[src/rtl/alu_operand_collector_if.sv]
// alu_operand_collector_if: operand beat input and assembled-operation issue bundle
interface alu_operand_collector_if #(
    parameter int DATA_WIDTH = 8,
    parameter int CMD_WIDTH  = 4
);
    logic                  mode;
    logic                  cin;
    logic [CMD_WIDTH-1:0]  cmd;
    logic [DATA_WIDTH-1:0] opa;
    logic [DATA_WIDTH-1:0] opb;
    logic [1:0]            inp_valid;
    logic                  in_ready;
    logic                  o_valid;
    logic                  o_ready;
    logic                  o_mode;
    logic                  o_cin;
    logic [CMD_WIDTH-1:0]  o_cmd;
    logic [DATA_WIDTH-1:0] o_opa;
    logic [DATA_WIDTH-1:0] o_opb;
    logic [1:0]            o_inp_valid;
    logic                  o_err;
    modport master (
        output mode, cin, cmd, opa, opb, inp_valid, o_ready,
        input  in_ready, o_valid, o_mode, o_cin, o_cmd, o_opa, o_opb, o_inp_valid, o_err
    );
    modport slave (
        input  mode, cin, cmd, opa, opb, inp_valid, o_ready,
        output in_ready, o_valid, o_mode, o_cin, o_cmd, o_opa, o_opb, o_inp_valid, o_err
    );
endinterface

[src/rtl/alu_operand_collector.sv]
// alu_operand_collector: assembles split operand beats into one ALU operation (ALU_COLLECT_STATS_EN adds issue/timeout counters)
module alu_operand_collector #(
    parameter int               DATA_WIDTH        = 8,
    parameter int               CMD_WIDTH         = 4,
    parameter int               TIMEOUT_CYCLES    = 16,
    parameter logic [15:0]      TWO_OP_MASK_ARITH = 16'h070F,
    parameter logic [15:0]      TWO_OP_MASK_LOGIC = 16'h303F
) (
    input logic clk,
    input logic rst,
    input logic ce,
    alu_operand_collector_if.slave bus
`ifdef ALU_COLLECT_STATS_EN
    ,
    output logic [15:0] stat_issued,
    output logic [15:0] stat_timeouts
`endif
);
    typedef enum logic [1:0] {IDLE, WAIT, ISSUE} state_t;
    state_t      state;
    logic [7:0]  timer;
    logic        timed_out;
    logic [15:0] mask;
    logic        need_both;
    logic [1:0]  arriving;
    assign bus.in_ready = ce && state != ISSUE;
    assign mask = bus.mode ? TWO_OP_MASK_ARITH : TWO_OP_MASK_LOGIC;
    // commands beyond the 16-entry masks never need a second operand
    assign need_both = mask[4'(bus.cmd)] && (bus.cmd >> 4) == '0;
    assign arriving = bus.inp_valid & ~bus.o_inp_valid;
    always_ff @(posedge clk or posedge rst) begin
        if (rst) begin
            state           <= IDLE;
            timer           <= '0;
            timed_out       <= 1'b0;
            bus.o_valid     <= 1'b0;
            bus.o_mode      <= 1'b0;
            bus.o_cin       <= 1'b0;
            bus.o_cmd       <= '0;
            bus.o_opa       <= '0;
            bus.o_opb       <= '0;
            bus.o_inp_valid <= '0;
            bus.o_err       <= 1'b0;
        end else begin
            case (state)
                IDLE: if (ce) begin
                    bus.o_mode      <= bus.mode;
                    bus.o_cin       <= bus.cin;
                    bus.o_cmd       <= bus.cmd;
                    bus.o_opa       <= bus.inp_valid[0] ? bus.opa : '0;
                    bus.o_opb       <= bus.inp_valid[1] ? bus.opb : '0;
                    bus.o_inp_valid <= bus.inp_valid;
                    bus.o_err       <= bus.inp_valid == 2'b00;
                    timed_out       <= 1'b0;
                    timer           <= '0;
                    if (need_both && ^bus.inp_valid) begin
                        state <= WAIT;
                    end else begin
                        state       <= ISSUE;
                        bus.o_valid <= 1'b1;
                    end
                end
                // an arrival on the expiry cycle takes priority over the timeout
                WAIT: if (ce) begin
                    if (|arriving) begin
                        if (arriving[0]) bus.o_opa <= bus.opa;
                        if (arriving[1]) bus.o_opb <= bus.opb;
                        bus.o_inp_valid <= 2'b11;
                        state           <= ISSUE;
                        bus.o_valid     <= 1'b1;
                    end else if (timer == 8'(TIMEOUT_CYCLES - 1)) begin
                        bus.o_err   <= 1'b1;
                        timed_out   <= 1'b1;
                        state       <= ISSUE;
                        bus.o_valid <= 1'b1;
                    end else begin
                        timer <= timer + 8'd1;
                    end
                end
                ISSUE: if (bus.o_ready) begin
                    state       <= IDLE;
                    bus.o_valid <= 1'b0;
                end
                default: state <= IDLE;
            endcase
        end
    end
`ifdef ALU_COLLECT_STATS_EN
    always_ff @(posedge clk or posedge rst) begin
        if (rst) begin
            stat_issued   <= '0;
            stat_timeouts <= '0;
        end else if (bus.o_valid && bus.o_ready) begin
            stat_issued   <= stat_issued + 16'(stat_issued != 16'hFFFF);
            stat_timeouts <= stat_timeouts + 16'(timed_out && stat_timeouts != 16'hFFFF);
        end
    end
`endif
endmodule

[src/flat_wrapper.sv]
// flat-port wrapper written by rule: the top's interface ports become plain ports
module alu_operand_collector_flat 
#(
    parameter int               DATA_WIDTH        = 8,
    parameter int               CMD_WIDTH         = 4,
    parameter int               TIMEOUT_CYCLES    = 16,
    parameter logic [15:0]      TWO_OP_MASK_ARITH = 16'h070F,
    parameter logic [15:0]      TWO_OP_MASK_LOGIC = 16'h303F
)
  (clk, rst, ce, bus_mode, bus_cin, bus_cmd, bus_opa, bus_opb, bus_inp_valid, bus_o_ready, bus_in_ready, bus_o_valid, bus_o_mode, bus_o_cin, bus_o_cmd, bus_o_opa, bus_o_opb, bus_o_inp_valid, bus_o_err);
  alu_operand_collector_if #(.DATA_WIDTH(DATA_WIDTH), .CMD_WIDTH(CMD_WIDTH)) bus_i ();
  input logic clk;
  input logic rst;
  input logic ce;
  input wire logic [$bits(bus_i.mode)-1:0] bus_mode;
  input wire logic [$bits(bus_i.cin)-1:0] bus_cin;
  input wire logic [$bits(bus_i.cmd)-1:0] bus_cmd;
  input wire logic [$bits(bus_i.opa)-1:0] bus_opa;
  input wire logic [$bits(bus_i.opb)-1:0] bus_opb;
  input wire logic [$bits(bus_i.inp_valid)-1:0] bus_inp_valid;
  input wire logic [$bits(bus_i.o_ready)-1:0] bus_o_ready;
  output wire logic [$bits(bus_i.in_ready)-1:0] bus_in_ready;
  output wire logic [$bits(bus_i.o_valid)-1:0] bus_o_valid;
  output wire logic [$bits(bus_i.o_mode)-1:0] bus_o_mode;
  output wire logic [$bits(bus_i.o_cin)-1:0] bus_o_cin;
  output wire logic [$bits(bus_i.o_cmd)-1:0] bus_o_cmd;
  output wire logic [$bits(bus_i.o_opa)-1:0] bus_o_opa;
  output wire logic [$bits(bus_i.o_opb)-1:0] bus_o_opb;
  output wire logic [$bits(bus_i.o_inp_valid)-1:0] bus_o_inp_valid;
  output wire logic [$bits(bus_i.o_err)-1:0] bus_o_err;
  assign bus_i.mode = bus_mode;
  assign bus_i.cin = bus_cin;
  assign bus_i.cmd = bus_cmd;
  assign bus_i.opa = bus_opa;
  assign bus_i.opb = bus_opb;
  assign bus_i.inp_valid = bus_inp_valid;
  assign bus_i.o_ready = bus_o_ready;
  assign bus_in_ready = bus_i.in_ready;
  assign bus_o_valid = bus_i.o_valid;
  assign bus_o_mode = bus_i.o_mode;
  assign bus_o_cin = bus_i.o_cin;
  assign bus_o_cmd = bus_i.o_cmd;
  assign bus_o_opa = bus_i.o_opa;
  assign bus_o_opb = bus_i.o_opb;
  assign bus_o_inp_valid = bus_i.o_inp_valid;
  assign bus_o_err = bus_i.o_err;
  alu_operand_collector #(.DATA_WIDTH(DATA_WIDTH), .CMD_WIDTH(CMD_WIDTH), .TIMEOUT_CYCLES(TIMEOUT_CYCLES), .TWO_OP_MASK_ARITH(TWO_OP_MASK_ARITH), .TWO_OP_MASK_LOGIC(TWO_OP_MASK_LOGIC)) u_core (.clk(clk), .rst(rst), .ce(ce), .bus(bus_i));
endmodule
[config.mk]
export PLATFORM = sky130hd
export DESIGN_NAME = alu_operand_collector_flat
export DESIGN_NICKNAME = d
export VERILOG_FILES = /design/src/rtl/alu_operand_collector_if.sv /design/src/rtl/alu_operand_collector.sv /design/src/flat_wrapper.sv
export SDC_FILE = /design/constraint.sdc
export NUM_CORES = 1
export LEC_CHECK = 0
export CAP_MARGIN = 20
export CORE_ASPECT_RATIO = 0.6
export CORE_MARGIN = 10
export CORE_UTILIZATION = 46
export DETAILED_ROUTE_END_ITERATION = 16
export PLACE_DENSITY = 0.88
export SYNTH_ARGS = -nofsm -noshare
export SYNTH_HDL_FRONTEND = slang
export SYNTH_SLANG_ARGS = --single-unit
[constraint.sdc]
create_clock -name clk -period 2 [get_ports clk]
set_input_delay 0.4 -clock clk [delete_from_list [all_inputs] [get_ports clk]]
set_output_delay 0.4 -clock clk [all_outputs]
set_load 0.02 [all_outputs]
# Word-level counts from Yosys, hierarchy flattened
# Cells that the tools add are included.
[word_totals]
regBits = 36
out_inout_bits = 27
elab_cells = 87
[classes]
n_reduce_logical = 16
n_addsub = 1
n_mux = 42
n_eq_ne = 15
n_lt_le_gt_ge = 1
bitwise = 2
[op_table]
columns = ["cell", "count"]
rows = [
  ["$mux 8", 14],
  ["$pmux 8 s2", 3],
  ["$reduce_and 5->1", 4],
  ["$mux 2", 9],
  ["$mux 14", 1],
  ["$ne 2x2->1 const B", 7],
  ["$mux 1", 10],
  ["$add 8x1->8 const B", 1],
  ["$eq 8x4->1 const B", 1],
  ["$ne 2x1->1 const B", 4],
  ["$reduce_and 4->1", 2],
  ["$pmux 2 s3", 1],
  ["$reduce_and 6->1", 1],
  ["$lt 4x5->1 const B", 1],
  ["$bmux 1 s4", 1],
  ["$logic_not 2->1", 2],
  ["$pmux 2 s2", 1],
  ["$ne 3x1->1 const B", 1],
  ["$pmux 1 s3", 1],
  ["$reduce_bool 3->1", 1],
  ["$and 2x2->2", 1],
  ["$eq 2x1->1 const B", 1],
  ["$eq 2x2->1 const B", 1],
  ["$logic_and 1x1->1", 2],
  ["6 further kinds", 6],
]

# Depth between registers and ports, before layout
[logic_depth]
depth_word = 7
ltp_mapped = 6
mapped_depth_nobuf = 6

# Worst setup path after synthesis
# No wires, ideal clock.
[synth_timing]
kind = "reg2reg"
from = "register u_core.timer[0]"
to = "register u_core.timer[6]"
path_slack_ns = 0.427
setup_time_ns = 0.078
path_buffers = 0
t_arrival_ns = 1.495
required_ns = 1.922
stages_incl_launch_ff = 6
synth_period_minus_slack_ns = 1.573
cell_sequence = "dfrtp_1 > ha_1 > nand3_2 > or3_1 > or3_1 > a21oi_1"
[synth_between]
elab_chain_len = 5
word_cells_on_any_way = 8
cone_classes = "add/sub (1); eq/ne (2); mux (4); reduce/logical (1)"
[synth_rtl]
columns = ["item", "line", "rtl"]
rows = [
  ["from (decl)", "alu_operand_collector.sv:21", "logic [7:0] timer;"],
  ["from (signal assigned)", "alu_operand_collector.sv:77", "timer <= timer + 8'd1;"],
  ["$add 8x1->8", "alu_operand_collector.sv:77", ""],
  ["$mux 8", "alu_operand_collector.sv:71", "end else if (timer == 8'(TIMEOUT_CYCLES - 1)) begin"],
  ["$mux 8", "alu_operand_collector.sv:65", "if (|arriving) begin"],
  ["$mux 8", "alu_operand_collector.sv:64", "WAIT: if (ce) begin"],
  ["$pmux 8 s2", "alu_operand_collector.sv:45", "case (state)"],
]
# Parallel ways exist; a longest one is shown, timed or not. The select of a mux whose other input is x is not followed.
# A chain may end at the register's enable or synchronous reset.

# Final worst setup path
[layout_timing]
from = "input bus_inp_valid[0]"
to = "register u_core.bus.o_valid"
[layout_between]
elab_chain_len = 5
word_cells_on_any_way = 10
cone_classes = "eq/ne (2); mux (3); bitwise (1); reduce/logical (4)"
[layout_rtl]
columns = ["item", "line", "rtl"]
rows = [
  ["from (decl)", "flat_wrapper.sv:20", "input wire logic [$bits(bus_i.inp_valid)-1:0] bus_inp_valid;"],
  ["$and 2x2->2", "alu_operand_collector.sv:30", "assign arriving = bus.inp_valid & ~bus.o_inp_valid;"],
  ["$reduce_or 2->1", "alu_operand_collector.sv:65", ""],
  ["$mux 1", "alu_operand_collector.sv:65", ""],
  ["$mux 1", "alu_operand_collector.sv:64", ""],
  ["$pmux 1 s3", "alu_operand_collector.sv:45", ""],
  ["to (signal assigned)", "alu_operand_collector.sv:60", "bus.o_valid <= 1'b1;"],
  ["to (signal assigned)", "alu_operand_collector.sv:70", "bus.o_valid <= 1'b1;"],
  ["to (signal assigned)", "alu_operand_collector.sv:75", "bus.o_valid <= 1'b1;"],
  ["to (decl)", "alu_operand_collector_if.sv:28", "output in_ready, o_valid, o_mode, o_cin, o_cmd, o_opa, o_opb, o_inp_valid, o_err"],
]
# Parallel ways exist; a longest one is shown, timed or not. The select of a mux whose other input is x is not followed.

==> metrics.cfg <==
[run_status]
outcome=complete, no violations

[final_layout]
layout.cells.non_filler=303
drive_gt1_share_pct=8.203
n_antenna_cell=0
final_cell_area_um2=2436
syn_to_final_growth_pct=40.88
fillCellCount=293
final_nets=286

[pwr]
power_density_nw_per_um2=1344
vdd_drop_max_v=0.0008010
p_leak_nw=1.079

[die]
floorplan.die.width_um=99.15
core.rowCount=17
start_util_pct=47.54
ios=55
dieArea_um2=6692
die_y_um=67.49
core_um2=3637

[logic_synthesis]
async_flop_share_pct=100.0
synth_cell_type_count=37
ys_seq_elements=36
synth_top_family_by_area=simple AND/OR/NAND/NOR gates
synth_simple_gate_area_share_pct=23.44
muxShareOfSynthArea_pct=1.809
synth-xor-area-share_pct=0
synth_commonest_cells=59 x nand2_1, 36 x dfrtp_1, 20 x o21ai_0
synth.area.top_cells=dfrtp_1 52%, nand2_1 13%, o21ai_0 5.8%, a21oi_1 3.2%, nand2b_1 2.5%
synth_fp_nets=223
synth_cells=193
synth_compound_area_share_pct=17.29
ys.flop_type=dfrtp_1
yosys.area_share.adder_pct=1.447
yosysWarningCount=0
yosysMostFrequentCell=nand2_1
syn_area_per_cell_um2=8.959
yosys.area.top_type=dfrtp_1
syn_area_um2=1729
synth_top_area_share_pct=52.10
synth_edf_count=0
ys_seq_area_share_pct=52.10

[clock_network]
cts_made_buffers=5
h-tree-depth=2
clk_pin_slew_worst_paths_ns=0.06
cts_tree=done
clkLatencyLatePin_ns=0.28
cts_setup_buffers=0
cts_buffer_depth=2
ctsRootBufferMaster=clkbuf_8
cts.sinks=36

[place]
dpl.cell_count=296
port_buffers=54
gp_congestion=0.8413
hpwl_um=3504
placed_area_um2=2359

[worst_setup_path]
ff2ff_setup_slack_ns=0.31
cp-endpoint=u_core.bus.o_valid
cp-start-kind=primary input
cp.arrival_ns=1.98
worstSetupStartpoint=bus_inp_valid[0]
worstReg2RegStart=u_core.timer[0]
crit_path_end_kind=flip-flop
required_ns=2.15
worstSetupPathType=in -> reg
rr_worst_depth=5
r2r_end=u_core.timer[6]
cp_max_fo=4

[grt]
grt_pass1_vias=1652
antenna_found_initial=0
gr-total-overflow=0
grt_usage_pct=14.01
grt_pass1_wl_um=7562
grt_max_degree=37

[sta]
final.setup_skew_ns=0.002840
max_freq_mhz=546.9
slew_headroom_pct=43.09
slew_violations=0
period_share_pct=91.43
worstMarginPinSlew_ns=0.8480
hold_violations=0
fin_hold_ws_ns=0.4732
period_needed_ns=1.829
rsz0062_at_grt=no
setup_viol=0

[detailed_routing]
drtIter0Drc=94
wl_per_cell_um=14.72
ant_nets=0
routed_via_density=5.224
vias=1583
drcViolationCount=0
firstDrtPassIters=4
wirelength_um=4461

[hold_path]
hold_path.class=reg -> reg
min_path_cells=2

[run]
cap_violations=0

registers in the layout, summed over array words and instances (netlist names):
register and flops:
u_core.state 2, u_core.bus.o_valid 1, u_core.timer 8, u_core.bus.o_err 1
u_core.bus.o_inp_valid 2, u_core.bus.o_cmd 4, u_core.bus.o_cin 1, u_core.bus.o_opb 8
u_core.bus.o_mode 1, u_core.bus.o_opa 8
power by group:
group | leakage, nW | internal, mW | total (mW) | switching [mW]
clock | 0.0410 | 0.236 | 0.475 | 0.239
combinational | 0.576 | 0.742 | 1.63 | 0.883
sequential | 0.462 | 1.01 | 1.17 | 0.170
layout by cell type (no fill, tap or decap), types with 2 or more instances in the layout:
master and n:
a21oi_1 11, buf_4 9, clkbuf_8 5, clkdlybuf4s50_1 53, dfrtp_1 36, ha_1 2, inv_1 7, mux2i_1 2
nand2_1 59, nand2b_1 7, nor2_1 6, nor2b_1 4, nor4_1 2, o21a_1 2, o21ai_0 20, o31ai_1 3
or3_1 3, or4_1 3
repair_timing:
action	CTS	global route
resized for setup	1	1
pin swaps	0	0
hold buffers	0	0
setup endpoints to repair	1	1
stage by stage:
step	worst slack (ns)	power [mW]	util, %	TNS (ns)
floorplan	0.4273	2.049	-	0
global placement	-0.1038	2.782	64.84	-0.2477
detailed placement	-0.2031	2.838	64.84	-0.9572
CTS	0.1158	3.318	66.94	0
global route	0.03731	3.526	66.98	0
finish	0.1714	3.275	66.98	0
critical path, cell delays in order:
cell and delay, ns:
clkdlybuf4s50_1 0.51, inv_1 0.07, ha_1 0.28, nand2b_1 0.05, a2111oi_1 0.34, o21bai_1 0.21
a221oi_1 0.12
cell families after synthesis:
family,after synthesis
simple gates,89
flops,36
mux,3
fa+ha+maj,2
buf+inv,15
compound gates,48
worst min-delay path by stage:
stage | startpoint | endpoint | slack, ns
2_1_floorplan | u_core.timer[0] | u_core.timer[0] | 0.47
3_3_place_gp | u_core.bus.o_cmd[3] | u_core.bus.o_cmd[3] | 0.46
3_5_place_dp | u_core.bus.o_cmd[0] | u_core.bus.o_cmd[0] | 0.46
4_1_cts | u_core.bus.o_cmd[0] | u_core.bus.o_cmd[0] | 0.48
5_1_grt | u_core.bus.o_cmd[1] | u_core.bus.o_cmd[1] | 0.50
6_report | u_core.bus.o_cmd[0] | u_core.bus.o_cmd[0] | 0.47
final cells by class:
class                      count  area, µm²  area share, %
sequential                    36      900.9          36.98
multi-input combinational    142      762.0          31.28
timing repair buffer          63      606.8          24.91
clock buffer                   6      72.57          2.979
tap                           47      58.81          2.414
inverter                       8      30.03          1.233
clock inverter                 1      5.005         0.2054
routing by layer:
layer | track usage [%] | vias to the layer above | part of all wire, %
met5 | 0 | - | 0
met4 | 5.338 | 0 | 0.56
met3 | 5.703 | 2 | 6.7
met2 | 22.82 | 39 | 47
met1 | 16.53 | 758 | 46
li1 | - | 784 | -
No activity file was read; power rests on OpenSTA's default activity.
